### src/rtl/in_reg_cfg_ctrl.sv
// in_reg_cfg_ctrl: serial configuration controller for a bank of input-register cells.
// One config word is accepted per handshake. The controller shifts it into the chain
// LSB-first and captures the old chain contents as readback. It then pulses the cells'
// shadow latch and holds the cell data registers in clear for CLR_CYCLES cycles.
module in_reg_cfg_ctrl #(
  parameter int NUM_CELLS     = 8,
  parameter int BITS_PER_CELL = 2,
  parameter int CLR_CYCLES    = 2,
  localparam int TOTAL        = NUM_CELLS * BITS_PER_CELL
) (
  input  logic             IQC,
  input  logic             QRT,
  input  logic             cfg_valid,
  output logic             cfg_ready,
  input  logic [TOTAL-1:0] cfg_data,
  output logic             sc_en,
  output logic             sc_data,
  input  logic             sc_ret,
  output logic             sc_latch,
  output logic             cells_clr,
  output logic             busy,
  output logic             done,
  output logic [TOTAL-1:0] rb_data
);

  // The counter is shared between the shift phase and the clear phase, so it must
  // be wide enough for whichever of the two runs longer.
  localparam int CW    = $clog2(TOTAL + 1);
  localparam int CLW   = $clog2(CLR_CYCLES + 1);
  localparam int CNT_W = (CW > CLW) ? CW : CLW;

  localparam logic [CNT_W-1:0] SHIFT_LAST = CNT_W'(TOTAL - 1);
  localparam logic [CNT_W-1:0] CLR_LAST   = CNT_W'((CLR_CYCLES > 0) ? CLR_CYCLES - 1 : 0);
  localparam bit               SKIP_CLR   = (CLR_CYCLES == 0);

  typedef enum logic [1:0] {
    ST_IDLE  = 2'd0,
    ST_SHIFT = 2'd1,
    ST_LATCH = 2'd2,
    ST_CLEAR = 2'd3
  } state_t;

  state_t             state_q, state_d;
  logic [CNT_W-1:0]   cnt_q, cnt_d;
  logic [TOTAL-1:0]   shreg_q, shreg_d;
  logic [TOTAL-1:0]   rb_q, rb_d;
  logic               done_q, done_d;
  logic [TOTAL-1:0]   shreg_shifted;

  // The chain tail enters at the MSB, so after TOTAL shifts the returned bit j sits at j.
  generate
    if (TOTAL == 1) begin : g_shift_one
      assign shreg_shifted = sc_ret;
    end else begin : g_shift_many
      assign shreg_shifted = {sc_ret, shreg_q[TOTAL-1:1]};
    end
  endgenerate

  // State register; reset aborts any sequence in flight.
  always_ff @(posedge IQC) begin
    if (QRT) state_q <= ST_IDLE;
    else     state_q <= state_d;
  end

  // Next-state logic for IDLE -> SHIFT -> LATCH -> (CLEAR) -> IDLE.
  always_comb begin
    state_d = state_q;
    case (state_q)
      ST_IDLE:  if (cfg_valid) state_d = ST_SHIFT;
      ST_SHIFT: if (cnt_q == SHIFT_LAST) state_d = ST_LATCH;
      ST_LATCH: state_d = SKIP_CLR ? ST_IDLE : ST_CLEAR;
      ST_CLEAR: if (cnt_q == CLR_LAST) state_d = ST_IDLE;
      default:  state_d = ST_IDLE;
    endcase
  end

  // Datapath next values: counter, shift register, readback capture and done pulse.
  always_comb begin
    cnt_d   = cnt_q;
    shreg_d = shreg_q;
    rb_d    = rb_q;
    done_d  = 1'b0;
    case (state_q)
      ST_IDLE: begin
        if (cfg_valid) begin
          shreg_d = cfg_data;
          cnt_d   = '0;
        end
      end
      ST_SHIFT: begin
        shreg_d = shreg_shifted;
        cnt_d   = cnt_q + CNT_W'(1);
      end
      ST_LATCH: begin
        rb_d   = shreg_q;
        cnt_d  = '0;
        done_d = SKIP_CLR;
      end
      ST_CLEAR: begin
        cnt_d  = cnt_q + CNT_W'(1);
        done_d = (cnt_q == CLR_LAST);
      end
      default: ;
    endcase
  end

  // Datapath registers.
  always_ff @(posedge IQC) begin
    if (QRT) begin
      cnt_q   <= '0;
      shreg_q <= '0;
      rb_q    <= '0;
      done_q  <= 1'b0;
    end else begin
      cnt_q   <= cnt_d;
      shreg_q <= shreg_d;
      rb_q    <= rb_d;
      done_q  <= done_d;
    end
  end

  // Outputs decoded purely from registered state; sc_data is gated so it idles low.
  always_comb begin
    cfg_ready = (state_q == ST_IDLE);
    busy      = (state_q != ST_IDLE);
    sc_en     = (state_q == ST_SHIFT);
    sc_data   = (state_q == ST_SHIFT) & shreg_q[0];
    sc_latch  = (state_q == ST_LATCH);
    cells_clr = (state_q == ST_CLEAR);
    done      = done_q;
    rb_data   = rb_q;
  end

endmodule

### config.mk
export PLATFORM = sky130hd
export DESIGN_NAME = in_reg_cfg_ctrl
export DESIGN_NICKNAME = d
export VERILOG_FILES = /design/src/rtl/in_reg_cfg_ctrl.sv
export SDC_FILE = /design/constraint.sdc
export NUM_CORES = 1
export LEC_CHECK = 0
export CAP_MARGIN = 20
export CORE_MARGIN = 3
export CORE_UTILIZATION = 48
export DETAILED_ROUTE_END_ITERATION = 6
export PLACE_DENSITY_LB_ADDON = 0.2
export SYNTH_ARGS = -nofsm -noshare
export SYNTH_HDL_FRONTEND = slang
export SYNTH_SLANG_ARGS = --single-unit
### constraint.sdc
create_clock -name IQC -period 2.3 [get_ports IQC]
set_input_delay 0.345 -clock IQC [delete_from_list [all_inputs] [get_ports IQC]]
set_output_delay 0.345 -clock IQC [all_outputs]
set_load 0.01 [all_outputs]
# After elaboration in Yosys (flattened, before gate mapping)
# Index checks and enable logic that the tools add are counted.
# Widths: inputs -> output; s select.
dict set report op_classes {
  addsub 1
  muxes 8
  n_bitwise 2
  n_reduce_logical 7
  n_eq_ne 8
}
# operator n
set op_table {}
lappend op_table {{$pmux 16 s2} 1}
lappend op_table {{$mux 16} 1}
lappend op_table {{$pmux 5 s3} 1}
lappend op_table {{$pmux 2 s4} 1}
lappend op_table {{$mux 2} 3}
lappend op_table {{$add 5x1->5 const B} 1}
lappend op_table {{$eq 5x1->1 const B} 1}
lappend op_table {{$eq 5x4->1 const B} 1}
lappend op_table {{$mux 5} 1}
lappend op_table {{$eq 2x2->1 const B} 2}
lappend op_table {{$ne 2x1->1 const B} 2}
lappend op_table {{$reduce_bool 2->1} 2}
lappend op_table {{$reduce_or 2->1} 2}
lappend op_table {{$reduce_and 3->1} 1}
lappend op_table {{$eq 2x1->1 const B} 1}
lappend op_table {{$logic_not 2->1} 1}
lappend op_table {{$ne 2x2->1 const B} 1}
lappend op_table {{$reduce_and 2->1} 1}
lappend op_table {{$and 1x1->1} 1}
lappend op_table {{$not 1->1} 1}
dict set report totals {
  register_bits 40
  wordCells 31
}

# Longest topological paths before layout
# Gate-level depths: netlist of run 1.
dict set report depth {
  depth_word 3
  depth_mapped 6
  mapped_depth_nobuf 6
}

# Least setup slack after synthesis of run 1
# Ideal clock, no wire load.
dict set report synth_path {
  kind {flip-flop to output port}
  startpoint {register state_q[1]}
  endpoint {output port sc_data}
  stages_incl_launch_ff 6
  arrival_time_ns 1.353
  path_buffers 2
  path_slack_ns 0.602
  cell_sequence {dfxtp_1 -> inv_1 -> ha_1 -> buf_2 -> buf_2 -> and2_1}
}
dict set report synth_between {
  elab_chain_cells 2
}
# element line_no
set synth_lines {}
lappend synth_lines {{start, declared} 43} ;# state_t state_q, state_d;
lappend synth_lines {{start signal, assigned} 62} ;# else state_q <= state_d;
lappend synth_lines {{$eq 2x1->1} -}
lappend synth_lines {{named net sc_en} 16} ;# output logic sc_en,
lappend synth_lines {{$and 1x1->1} 127} ;# sc_data = (state_q == ST_SHIFT) & shreg_q[0];
lappend synth_lines {{end, declared} 17} ;# output logic sc_data,
# The timed path passes the listed nets, and every way through them passes these cells.

# Worst setup path after layout of run 1
dict set report layout_path {
  startpoint {register state_q[0]}
  endpoint {output port sc_latch}
}
dict set report layout_between {
  elab_chain_cells 1
}
# element line_no
set layout_lines {}
lappend layout_lines {{$eq 2x2->1} 128} ;# sc_latch = (state_q == ST_LATCH);
lappend layout_lines {{end, declared} 19} ;# output logic sc_latch,
# Every way passes these cells.

==> results.md, run 1 <==
- Cell Int Power: ~1.5 mW
- Initial antenna violation count: 0
- Status: completed
- R2r setup slk: between 0.3 and 0.4 ns
- Warning count from the yosys run: 0
- Clk sinks: 40
- Drt pass-1 iters: 4
- # DRC: 0
- Leak Pwr: between 0.8 and 0.9 nW
- Number of synthesized register bits: 40
- Clock power frac: ~16%
- Critical path class: flop to primary output
- Final period util: around 97%
- Post-layout util: 66.3%
- Initial Util: about half
- Chip Height: around 66 um
- Combinational share of power: approximately 43%
- Mean Syn Cell Area: slightly below 10 sq um
- ANT nets after route: 0
- Grt ovf: 0
- Peak Freq: roughly 0.45 GHz
- Crit. End Element: primary output
- Mapped Cells: 177
- RD Place Congestion: around 0.84
- Endpoints failing setup: 0
- Clock skew: around 0.0094 ns
- Max cap viols: 0
- Setup TNS: 0 ns
- Number of distinct library cells after synthesis: 26
- Iter 0 DRT Violations: 90
- WP data required: between 1.5 and 2 ns
- Nets: around 250
- IO Pins: 43
- Area delta synth->final: 30.4%
- Core Footprint: roughly 3400 sq um
- Hpwl dp: about 2700 um
- Area leader, netlist: dfxtp_1
- First-pass GRT wire length: 6180 um
- Dpl cells: about 260
- Clock Tree Root: clkbuf_4
- Worst Hold Depth: 2
- Final WL: approximately 3600 um
- WP data arrival: around 1.9 ns
- Final cell count without fillers: roughly 270
- Fin crit period: ~2.2 ns
- Die X: roughly 66 um
- Launch point of the worst reg-to-reg path: state_q[1]$_SDFFE_PP0P_
- Hold Violations, Final: 0
- Die area: approximately 4400 sq um
- Startpoint Class: flop
- Least-Margin Pin Slew: 0.594 ns
- Post-cts gate resize count: 0
- Max clock buf depth: 2
- Top cells by area, synth: dfxtp_1 46%, mux2i_1 19%, nor2_1 7.6%
- Cts bufs inserted: 5
- Flop pwr share: between 40% and 50%
- DR vias/cell: approximately 5.2
- CTS tree: yes
- RSZ-0062 raised after global routing: no
- Hold_buf cts: 0
- Pre-CTS setup slack: 0.453 ns
- PwrDens: 1060 nW/um^2
- Final WS setup: ~0.078 ns
- Worst-path clk slew: roughly 0.12 ns
- Beginning of the worst hold path: cnt_q[4]$_SDFFE_PP0P_
- Top-area cell type share of the netlist area: approximately 46%
- Worst Hold End: cnt_q[4]$_SDFFE_PP0P_
- HP Class: flop to flop
- Number of global-route vias before repair: about 1,400
- Mapped cell area: between 1500 and 2000 sq um
- Wire per inst: around 14 um
- Clk_lat worst skew: between 0.3 and 0.4 ns
- Max-slew headroom: 60.3%
- Slew Viols, Final: 0
- Core Rows: 21
- Port Buffers: 42
- Net Count, Synth: between 200 and 250
- Share of post-route cells with drive strength above 1: between 7 and 8%
- Leading cell type in the layout, fill and taps excluded: clkdlybuf4s50_1
- Crit Path Max Fanout: 8
- Via count: ~1,400
- ANT cells: 0
- Aggregate global-route resource usage: between 10% and 20%
- H-tree level count: 2
- Largest net degree at the start of global routing: 33
- Leading cell types in the layout, fill and taps excluded: 42 x clkdlybuf4s50_1, 40 x dfxtp_1, 35 x nor2_1
- Sequential area share after synthesis: 46.1%
- P_sw: around 0.87 mW
- Worst IR Drop VDD: roughly 0.47 mV
- Post-CTS Setup Repair Bufs: 0
- Switching Fraction: 36.3%
- Critical R2R Capture: shreg_q[12]$_SDFFE_PP0P_
- Reg2reg path depth: 6
==> registers in the layout, indices dropped and copies added (netlist names) <==
| name | flops |
|---|---|
| cnt_q | 5 |
| done | 1 |
| rb_data | 16 |
| shreg_q | 16 |
| state_q | 2 |
==> worst max-delay path, stage by stage (launching register included) <==
cell             delay [ns]
dfxtp_1                0.36
inv_1                  0.11
ha_1                   0.43
clkdlybuf4s50_1        0.62
==> metrics by stage <==
step	hold WS [ns]	cell area [sq um]	power (mW)
detailed placement	0.477	2200	2.04
floorplan	0.445	1740	1.71
global placement	0.464	2200	1.99
global route	0.521	2260	2.57
CTS	0.494	2260	2.42
finish	0.492	2260	2.39
==> metal layers <==
layer	up-vias	global-route usage, %	share of wire [%]
met3	7	4.93	5.9
met1	645	22.8	45
met5	-	0	0
met2	39	29.5	47
li1	703	-	-
met4	0	10.7	2.1
==> final cells by class <==
cell class,count,area (sq um)
clock buffers,6,51.3
clock inverters,2,10.0
fillers,282,1150
inverters,5,18.8
multi-input cells,120,868
flip-flops and latches,40,801
well taps,46,57.6
repair buffers,47,458
==> worst max path at each step <==
stage	slack, ns	endpoint	start
finish	0.08	sc_latch	state_q[0]$_SDFFE_PP0P_
global route	0.002	sc_latch	state_q[0]$_SDFFE_PP0P_
CTS	0.07	sc_latch	state_q[0]$_SDFFE_PP0P_
detailed placement	0.45	shreg_q[11]$_SDFFE_PP0P_	state_q[1]$_SDFFE_PP0P_
global placement	0.54	shreg_q[13]$_SDFFE_PP0P_	cfg_valid
floorplan	0.60	sc_data	state_q[1]$_SDFFE_PP0P_
==> Yosys cell counts <==
cell type	count
dfxtp_1	40
nor2_1	35
mux2i_1	33
a211oi_1	17
clkbuf_1	8
ha_1	7
inv_1	5
a21oi_1	4
buf_2	3
nand2_1	3
nor2b_1	3
or3_1	3
and3_1	2
nand2b_1	2
a2111oi_0	1
a211o_1	1
a32o_1	1
and2_1	1
buf_1	1
mux2_2	1
nor3b_1	1
o21ai_0	1
o21ba_2	1
o22ai_1	1
or4b_1	1
or4b_4	1
==> cells by family after synthesis <==
group                      synth area share [%]
DFF                                        46.1
buffers and inverters                      3.89
muxes                                      19.7
and+or+nand+nor                            14.0
adders and majority gates                  5.04
AOI/OAI and AO/OA                          11.3
==> power by group through the flow <==
stage	Sequential (mW)	Combinational [mW]	Clock, mW
after global routing	1.01	1.15	0.404
final	0.989	1.03	0.373
after global placement	0.994	1.00	0
after detailed placement	1.01	1.03	0
after CTS	0.990	1.04	0.390
after floorplan	0.983	0.726	0
Note: power is estimated with default switching activity, not from simulation.
==> inputs of run 2 (changes only) <==
--- a/config.mk
+++ b/config.mk
@@ -5,9 +5,10 @@
 export SDC_FILE = /design/constraint.sdc
 export NUM_CORES = 1
 export LEC_CHECK = 0
+export ABC_AREA = 1
 export CAP_MARGIN = 20
 export CORE_MARGIN = 3
-export CORE_UTILIZATION = 48
+export CORE_UTILIZATION = 44
 export DETAILED_ROUTE_END_ITERATION = 6
 export PLACE_DENSITY_LB_ADDON = 0.2
 export SYNTH_ARGS = -nofsm -noshare
==> constraint.sdc (replaced) <==
create_clock -name IQC -period 1.85 [get_ports IQC]
set_input_delay 0.2775 -clock IQC [delete_from_list [all_inputs] [get_ports IQC]]
set_output_delay 0.2775 -clock IQC [all_outputs]
set_load 0.01 [all_outputs]
==> run 2 against run 1 <==
Compared with the run above: global-route usage down 0.48 points; via count up 25%; largest power group unchanged; clock power up 88%; largest cell class unchanged; hold slack better by 0.011 ns; highest routed layer unchanged; non-clock buffer count up 2; combinational power up 78%; area after synthesis up 7.2%; clock skew down 0.0056 ns; first-iteration DRC count down 33%; setup slack worse by 0.025 ns; critical path depth up 1; sequential power up 39%.
==> results.md, run 2 <==
- Core Rows: 23 (+9.5%)
- Port Buffers: 42 (unchanged)
- Number of distinct library cells after synthesis: 24 (-7.7%)
- # DRC: 0 (unchanged)
- ANT nets after route: 0 (unchanged)
- Nets: 336 (+37%)
- Clock skew: 0.00372 ns (-0.00565 ns)
- Aggregate global-route resource usage: 18.2% (-0.48 points)
- DR vias/cell: 4.83 (-7.8%)
- Max-slew headroom: 82.7% (+22 points)
- Status: completed
- Area delta synth->final: 33.5%
- Drt pass-1 iters: 4 (unchanged)
- Most numerous cell in the Yosys netlist: nor2_1
- R2r setup slk: 0.34 ns (-0.05 ns)
- EDFF count, synth: 0 (unchanged)
- Worst Hold End: rb_data[4]$_SDFFE_PP0P_
- Top-area cell type share of the netlist area: 43.0% (-3.1 points)
- Area of the multi-input gates: 925 sq um (+6.5%)
- PwrDens: 1570 nW/um^2 (+49%)
- Wire per inst: 11.9 um (-12%)
- Grt ovf: 0 (unchanged)
- Reg2reg path depth: 7 (+1)
- RSZ-0062 raised after global routing: no
- First-pass GRT wire length: 7330 um (+19%)
- Setup TNS: 0 ns (unchanged)
- Leading cell type in the layout, fill and taps excluded: nor2_1
- Number of synthesized register bits: 40 (unchanged)
- Launch point of the worst reg-to-reg path: state_q[1]$_SDFFE_PP0P_
- Net Count, Synth: 290 (+42%)
- Number of global-route vias before repair: 1,629 (+17%)
- Clock Tree Root: clkbuf_8
- ANT cells: 0 (unchanged)
- Die area: 5050 sq um (+15%)
- Core Footprint: 4030 sq um (+18%)
- Via count: 1,740 (+25%)
- Critical path class: flop to primary output
- Fin crit period: 1.80 ns
- Max clock buf depth: 2 (unchanged)
- Iter 0 DRT Violations: 60 (-33%)
- Die X: 71.1 um (+7.4%)
- Peak Freq: between 0.5 and 0.6 GHz
- Worst-path clk slew: 0.07 ns (-0.05 ns)
- Mean Syn Cell Area: 7.08 sq um (-28%)
- Seq. cell area: 806 sq um (+0.63%)
- Hold Violations, Final: 0 (unchanged)
- Startpoint Class: flop
- Worst Hold Depth: 2 (unchanged)
- Cts bufs inserted: 5 (unchanged)
- RD Place Congestion: 0.808 (-3.6%)
- Top cells by area, synth: dfxtp_1 43%, nor2_1 13%, nand2_1 12%
- Least-Margin Pin Slew: 0.257 ns (-0.337 ns)
- Largest net degree at the start of global routing: 23 (-30%)
- H-tree level count: 2 (unchanged)
- Beginning of the worst hold path: rb_data[4]$_SDFFE_PP0P_
- Met2 Usage GRT: 29.1% (-0.35 points)
- Met3 usage: 4.55% (-0.39 points)
- Pre-CTS setup slack: 0.184 ns (-0.269 ns)
- Endpoints failing setup: 0 (unchanged)
- Critical R2R Capture: shreg_q[3]$_SDFFE_PP0P_
- Max cap viols: 0 (unchanged)
- Mapped cell area: 1860 sq um (+7.2%)
- WP data required: 1.57 ns (-0.39 ns)
- Worst IR Drop VDD: 0.815 mV (+72%)
- Sequential area share after synthesis: 43.0% (-3.1 points)
- Crit. End Element: primary output
- Final period util: a little over nine tenths
- Ys async rst share: 0% (unchanged)
- Chip Height: 71.1 um (+7.4%)
- CTS tree: yes
- Final WS setup: 0.0529 ns (-0.0246 ns)
- Leading cell types in the layout, fill and taps excluded: 63 x nor2_1, 61 x nand2_1, 41 x clkdlybuf4s50_1
- Area leader, netlist: dfxtp_1
- Mapped Cells: 263 (+49%)
- Dominant synthesized flop cell: dfxtp_1
- Initial Util: 46.2% (-4.6 points)
- WP data arrival: 1.52 ns (-0.36 ns)
- Synth cell count leaders: 63 x nor2_1, 61 x nand2_1, 40 x dfxtp_1
- Global Route met1 Usage: 24.1% (+1.4 points)
- Slew Viols, Final: 0 (unchanged)
- Clk sinks: 40 (unchanged)
- Warning count from the yosys run: 0 (unchanged)
- Hpwl dp: 3020 um (+14%)
- Layer with the highest usage: met2
- Crit Path Max Fanout: 5 (-3)
- Final WL: 4290 um (+19%)
- HP Class: flop to flop
- Share of post-route cells with drive strength above 1: 11.6% (+4.3 points)
- Leak Pwr: 1.14 nW (+35%)
- IO Pins: 43 (unchanged)
- Initial antenna violation count: 0 (unchanged)
- Clk_lat worst skew: 0.29 ns (-0.07 ns)
- # fillers: 399 (+41%)
[run 2: cell count changes in the layout (fill, tap and decap cells not counted), moves of 15 or more]
cell / delta
o21ai_0: +22
nand2_1: +58
a211oi_1: -16
inv_1: +15
nor2_1: +28
mux2i_1: -33
[run 2: worst max-delay path by stage]
stage	start	to	slack, ns
after global routing	state_q[1]$_SDFFE_PP0P_	busy	0.002
after floorplan	state_q[0]$_SDFFE_PP0P_	shreg_q[10]$_SDFFE_PP0P_	0.41
after detailed placement	state_q[0]$_SDFFE_PP0P_	cfg_ready	0.18
final	state_q[1]$_SDFFE_PP0P_	busy	0.05
after CTS	state_q[1]$_SDFFE_PP0P_	sc_data	0.02
after global placement	state_q[0]$_SDFFE_PP0P_	busy	0.23
[run 2: final cells by class]
type	count	share of cell area, %
multi-input cells	189	37.2
well taps	50	2.52
clock buffers	6	2.92
clock inverters	2	1.41
repair buffers	49	19.6
flip-flops and latches	40	32.4
inverters	24	3.93
[run 2: worst max-delay path: stages, from the launching register on]
cell             delay (ns)
dfxtp_2                0.38
inv_2                  0.08
ha_4                   0.19
inv_1                  0.05
clkdlybuf4s50_1        0.52
[run 2: kinds of logic after synthesis]
logic type	after synthesis	synth area share, %
compound gates	40	11.8
flops	40	43.0
buf+inv	34	9.34
simple gates	142	31.1
fa+ha+maj	7	4.70
[run 2: routing by layer]
| metal | vias to the layer above | wire length, um |
|---|---|---|
| met4 | 0 | 57 |
| met2 | 40 | 2020 |
| li1 | 908 | - |
| met1 | 785 | 1980 |
| met3 | 7 | 230 |
| met5 | - | 0 |
[run 2: what timing repair did]
action                     4_1_cts  5_1_grt
setup endpoints to repair        4        2
hold buffers                     0        0
buffers inserted                 0        0
cloned                           0        0
resized for setup               10        2
[run 2: per-stage QoR]
step | cells | util (%) | cell area, sq um | hold slack (ns) | power, mW
2_1_floorplan | 263 | - | 1860 | 0.349 | 2.52
3_3_place_gp | 352 | 57.9 | 2330 | 0.482 | 3.11
3_5_place_dp | 352 | 57.9 | 2330 | 0.486 | 3.15
4_1_cts | 360 | 61.6 | 2480 | 0.507 | 3.94
5_1_grt | 360 | 61.7 | 2490 | 0.530 | 4.22
6_report | 360 | 61.7 | 2490 | 0.503 | 3.91
[run 2: where the power goes]
| group | total, mW | internal (mW) | leakage [nW] | switching [mW] |
|---|---|---|---|---|
| clock network | 0.703 | 0.400 | 0.0552 | 0.303 |
| registers | 1.37 | 1.16 | 0.330 | 0.210 |
| logic | 1.83 | 0.819 | 0.754 | 1.02 |
| total | 3.91 | 2.38 | 1.14 | 1.53 |
==> inputs of run 3 (changes only) <==
--- a/config.mk
+++ b/config.mk
@@ -10,6 +10,7 @@
 export CORE_MARGIN = 3
 export CORE_UTILIZATION = 44
 export DETAILED_ROUTE_END_ITERATION = 6
+export GPL_TIMING_DRIVEN = 1
 export PLACE_DENSITY_LB_ADDON = 0.2
 export SYNTH_ARGS = -nofsm -noshare
 export SYNTH_HDL_FRONTEND = slang
==> results of run 3 <==
Final layout, timing and power as in run 2 (identical DEF).
